$ cat src/rtl/fpnew_slice_result_buffer.sv
// fpnew_slice_result_buffer
//   Receives the result handshake of an fpnew opgroup slice and stores completed
//   results in a small FIFO. The slice pipeline can keep draining while the
//   writeback stage stalls. The block also accumulates sticky IEEE flags from
//   every entry that is handed downstream.
//
// Ports
//   clk_i, rst_ni                    clock, asynchronous active-low reset
//   slc_result_i/status_i/ext_bit_i/tag_i, slc_valid_i, slc_ready_o
//                                    slice-side handshake (push)
//   result_o/status_o/extension_bit_o/tag_o, out_valid_o, out_ready_i
//                                    head entry toward writeback (pop)
//   flush_i                          discard all buffered entries
//   fflags_clr_i                     clear sticky flags
//   fflags_o                         sticky OR of status of popped entries
//   usage_o, busy_o                  occupancy and non-empty indication
module fpnew_slice_result_buffer #(
  parameter int unsigned Width   = 64,
  parameter int unsigned Depth   = 2,
  parameter type         TagType = logic,
  localparam int unsigned CntW   = $clog2(Depth + 1),
  localparam int unsigned PtrW   = (Depth > 1) ? $clog2(Depth) : 1
) (
  input  logic              clk_i,
  input  logic              rst_ni,
  input  logic [Width-1:0]  slc_result_i,
  input  logic [4:0]        slc_status_i,
  input  logic              slc_ext_bit_i,
  input  TagType            slc_tag_i,
  input  logic              slc_valid_i,
  output logic              slc_ready_o,
  output logic [Width-1:0]  result_o,
  output logic [4:0]        status_o,
  output logic              extension_bit_o,
  output TagType            tag_o,
  output logic              out_valid_o,
  input  logic              out_ready_i,
  input  logic              flush_i,
  input  logic              fflags_clr_i,
  output logic [4:0]        fflags_o,
  output logic [CntW-1:0]   usage_o,
  output logic              busy_o
);

  logic [Width-1:0] res_mem_r [Depth];
  logic [4:0]       sts_mem_r [Depth];
  logic             ext_mem_r [Depth];
  TagType           tag_mem_r [Depth];

  logic [PtrW-1:0]  wr_ptr_r, rd_ptr_r;
  logic [CntW-1:0]  cnt_r, cnt_nxt_s;
  logic [4:0]       fflags_r, fflags_nxt_s;
  logic             push_s, pop_s, empty_s;

  // Advance a pointer, wrapping at Depth-1 so non-power-of-two depths work.
  function automatic logic [PtrW-1:0] next_ptr(input logic [PtrW-1:0] ptr);
    if (ptr == PtrW'(Depth - 1)) begin
      return {PtrW{1'b0}};
    end else begin
      return ptr + PtrW'(1);
    end
  endfunction

  // Handshake qualifiers; ready depends only on state and flush, never on out_ready_i.
  always_comb begin
    empty_s     = (cnt_r == {CntW{1'b0}});
    slc_ready_o = (cnt_r != CntW'(Depth)) & ~flush_i;
    out_valid_o = ~empty_s;
    push_s      = slc_valid_i & slc_ready_o;
    pop_s       = out_valid_o & out_ready_i;
    usage_o     = cnt_r;
    busy_o      = ~empty_s;
    fflags_o    = fflags_r;
  end

  // Head-entry data; forced to zero when empty so stale slots never leak out.
  always_comb begin
    if (empty_s) begin
      result_o        = {Width{1'b0}};
      status_o        = 5'b00000;
      extension_bit_o = 1'b0;
      tag_o           = TagType'(0);
    end else begin
      result_o        = res_mem_r[rd_ptr_r];
      status_o        = sts_mem_r[rd_ptr_r];
      extension_bit_o = ext_mem_r[rd_ptr_r];
      tag_o           = tag_mem_r[rd_ptr_r];
    end
  end

  // Next occupancy; flush wins over any push/pop in the same cycle.
  always_comb begin
    cnt_nxt_s = cnt_r;
    if (flush_i) begin
      cnt_nxt_s = {CntW{1'b0}};
    end else if (push_s && !pop_s) begin
      cnt_nxt_s = cnt_r + CntW'(1);
    end else if (pop_s && !push_s) begin
      cnt_nxt_s = cnt_r - CntW'(1);
    end else begin
      cnt_nxt_s = cnt_r;
    end
  end

  // Next sticky flags; a pop in the same cycle as a clear seeds the fresh value.
  always_comb begin
    fflags_nxt_s = fflags_r;
    if (pop_s) begin
      fflags_nxt_s = (fflags_clr_i ? 5'b00000 : fflags_r) | status_o;
    end else if (fflags_clr_i) begin
      fflags_nxt_s = 5'b00000;
    end else begin
      fflags_nxt_s = fflags_r;
    end
  end

  // Pointer, count and flag state.
  always_ff @(posedge clk_i or negedge rst_ni) begin
    if (!rst_ni) begin
      wr_ptr_r <= {PtrW{1'b0}};
      rd_ptr_r <= {PtrW{1'b0}};
      cnt_r    <= {CntW{1'b0}};
      fflags_r <= 5'b00000;
    end else begin
      cnt_r    <= cnt_nxt_s;
      fflags_r <= fflags_nxt_s;
      if (flush_i) begin
        wr_ptr_r <= {PtrW{1'b0}};
        rd_ptr_r <= {PtrW{1'b0}};
      end else begin
        if (push_s) begin
          wr_ptr_r <= next_ptr(wr_ptr_r);
        end
        if (pop_s) begin
          rd_ptr_r <= next_ptr(rd_ptr_r);
        end
      end
    end
  end

  // Entry storage, written at the write pointer on every accepted push.
  always_ff @(posedge clk_i or negedge rst_ni) begin
    if (!rst_ni) begin
      for (int i = 0; i < int'(Depth); i++) begin
        res_mem_r[i] <= {Width{1'b0}};
        sts_mem_r[i] <= 5'b00000;
        ext_mem_r[i] <= 1'b0;
        tag_mem_r[i] <= TagType'(0);
      end
    end else if (push_s) begin
      res_mem_r[wr_ptr_r] <= slc_result_i;
      sts_mem_r[wr_ptr_r] <= slc_status_i;
      ext_mem_r[wr_ptr_r] <= slc_ext_bit_i;
      tag_mem_r[wr_ptr_r] <= slc_tag_i;
    end
  end

endmodule

$ cat config.mk
export PLATFORM = sky130hd
export DESIGN_NAME = fpnew_slice_result_buffer
export DESIGN_NICKNAME = d
export VERILOG_FILES = /design/src/rtl/fpnew_slice_result_buffer.sv
export SDC_FILE = /design/constraint.sdc
export NUM_CORES = 1
export LEC_CHECK = 0
export ABC_AREA = 1
export BUFFER_PORTS_ARGS = -buffer_cell sky130_fd_sc_hd__buf_2
export CAP_MARGIN = 25
export CORE_MARGIN = 2
export CORE_UTILIZATION = 47
export DETAILED_ROUTE_END_ITERATION = 10
export PLACE_DENSITY = 0.71
export SYNTH_ARGS = -nofsm -noshare
export SYNTH_HDL_FRONTEND = slang
export SYNTH_SLANG_ARGS = --single-unit
$ cat constraint.sdc
create_clock -name clk_i -period 1.63 [get_ports clk_i]
set_input_delay 0.2445 -clock clk_i [delete_from_list [all_inputs] [get_ports clk_i]]
set_output_delay 0.2445 -clock clk_i [all_outputs]
set_load 0.02 [all_outputs]
==> impl_metrics.ini <==
[outcome]
status = finished with violations
violations = negative setup slack

[logic_synthesis]
seq_area_frac_synth_pct = 56.6
synth_top_area_share_pct = 56.6
netlist_instances = 811
yosysTopAreaCell = dfrtp_1
synth_nets = 888
yosys.cell_types.count = 21
synth.avg_cell_area_um2 = 8.23
synthTopCellsByArea = dfrtp_1 (57%), nand2_1 (16%), o21ai_0 (5.4%)
ys.warnings.count = 0
synth_area_mm2 = 0.00668
synth-seq-cells = 151

[global_routing]
grt-ovfl-total = 0
grt_max_degree = 85
antenna_found_initial = 1
grt_pass1_vias = 5871
grtUsageTotal_pct = 25.1
grt_pass1_wl_um = 29100

[timing]
fin_crit_sh_pct = 116
worst_slack_ps = -264
max_freq_ghz = 0.528
finalHoldViolCount = 0
tightestPinTransition_ps = 464
maxSlewHeadroom_pct = 69.1
holdWs_ps = 75.8
skew_ps = 7.60
setup-violations-final = 76
slew_viol_final = 0
fin_crit_ps = 1890
rsz0062_at_grt = yes

[routing]
drt_iter0_markers = 559
num_vias = 6436
ant_nets = 0
post-route-drc-count = 0
wl_um = 21600
first_pass_iters = 5
via_per_inst = 5.39
post_drt_wl_per_cell_um = 18.1

[setup_path]
required_ps = 1390
r2r_end = res_mem_r[98]
crit_path_start_kind = flip-flop
reg2reg_slack_ps = -20
reg2regPathDepth = 8
worstPathArrival_ps = 1650
worst-path-max-fanout = 16
r2r_start = usage_o[1]
endpoint_kind = output pin
path_class = reg2out

[cells_and_area]
fin_nets = 1077
final_cell_mix = nand2_1 (222), dfrtp_1 (148), buf_2 (83)
fin_area_mm2 = 0.0104
drive_gt1_share_pct = 40.0
final_common_cell = nand2_1
area_growth_pct = 55.5

[flow_run]
drv_cap = 0

[cts]
cts_tree = done
clock-sinks = 151
worstSkewPairLatency_ps = 420
cts_inserted_buffers = 17
htree_num_levels = 4
clk_pin_slew_worst_paths_ps = 60
clockBufferDepth = 2
root_buffer = clkbuf_16

[die]
die_w_um = 123
ioPinCount = 158
rows = 43
die-area_mm2 = 0.0152
core_mm2 = 0.0139
start_util_pct = 48.1
chipHeight_um = 123

[hold_path]
hold_path_class = in2reg
holdCritStartpoint = slc_result_i[42]
whs_endpoint = res_mem_r[106]
whs_path_depth = 3

[power]
vdd_drop_max_uv = 899
leakagePower_nw = 5.09
power_density_mw_per_mm2 = 2010

[place]
portBuffers = 157
place.gp.congestion = 0.778
placed_area_mm2 = 0.00784
hpwl_um = 10200
==> cells in the mapped netlist <==
master	n
nand2_1	286
nor2_1	8
o22ai_1	5
o21ai_2	2
a21oi_2	1
o21ai_0	72
or2_1	1
nand3_2	2
inv_1	80
buf_2	11
nand3_1	4
a21oi_1	67
inv_2	2
mux2i_1	5
o21ai_1	69
nand4_1	2
buf_4	1
buf_6	8
dfrtp_1	151
clkbuf_1	32
buf_1	2
==> per-stage QoR <==
step / TNS, ps / instances / util (%) / worst slack, ps / power (mW)
floorplan: -132 / 811 / - / -22.1 / 10.3
global placement: 0 / 1115 / 56.5 / 145 / 12.2
detailed placement: 0 / 1115 / 56.5 / 86.8 / 12.4
CTS: -15150 / 1172 / 67.7 / -269 / 18.7
global route: -19290 / 1194 / 74.8 / -302 / 22.0
finish: -14390 / 1194 / 74.8 / -264 / 20.9
==> state kept, by name, summed over array words and instances, names as in the netlist <==
signal     count
res_mem_r    128
fflags_o       5
rd_ptr_r       1
sts_mem_r     10
ext_mem_r      2
wr_ptr_r       1
tag_mem_r      2
usage_o        2
==> worst max-delay path, stage by stage, from the launching register on <==
cell,delay (ps)
dfrtp_2,440
nor2_4,180
buf_6,170
buf_12,190
a21oi_1,70
buf_4,160
==> worst max-delay path by stage <==
stage / start / to / slack [ps] / depth (start not counted)
6_report: usage_o[0] / result_o[12] / -260 / 5
3_5_place_dp: usage_o[0] / res_mem_r[127] / 90 / 7
3_3_place_gp: usage_o[0] / res_mem_r[72] / 140 / 7
4_1_cts: rd_ptr_r / result_o[59] / -270 / 5
2_1_floorplan: usage_o[1] / result_o[18] / -20 / 3
5_1_grt: rd_ptr_r / result_o[37] / -300 / 6
==> cell families (layout without fill, tap and decap cells) <==
logic type	count (synthesis)	in the layout	share of synthesized area, %
muxes	5	5	0.750
buffers and inverters	136	338	8.81
AOI/OAI and AO/OA	216	216	16.5
other	0	1	0
DFF	151	151	56.6
and+or+nand+nor	303	303	17.4
==> per-layer routing <==
layer	routed length (um)	vias up	share of wire, %	global-route usage, %
met4	561	0	2.6	8.31
met5	0	-	0	0
met2	10700	294	50	40.1
met1	8880	3125	41	33.6
met3	1480	45	6.8	6.23
li1	-	2972	-	-
==> timing repair <==
item	in CTS	in global routing
gates resized for setup	162	170
pin swaps	7	44
hold buffers	1	0
endpoints found under the setup margin	72	149
cloned	8	15
hold endpoints to repair	38	0
buffers inserted	16	10
==> where the power goes <==
| part | internal [mW] | switching (mW) |
|---|---|---|
| Combinational | 4.48 | 5.13 |
| Clock | 3.03 | 1.50 |
| Sequential | 5.42 | 1.31 |
==> final cells by class <==
cell class,count,area (um^2)
fill,933,3490
clock inverter,8,190
multi-input combinational,524,3090
timing repair buffer,224,2290
sequential,151,3780
inverter,82,315
clock buffer,24,492
antenna,1,2.50
tap,180,225
Power figures use the tool's default switching activity.
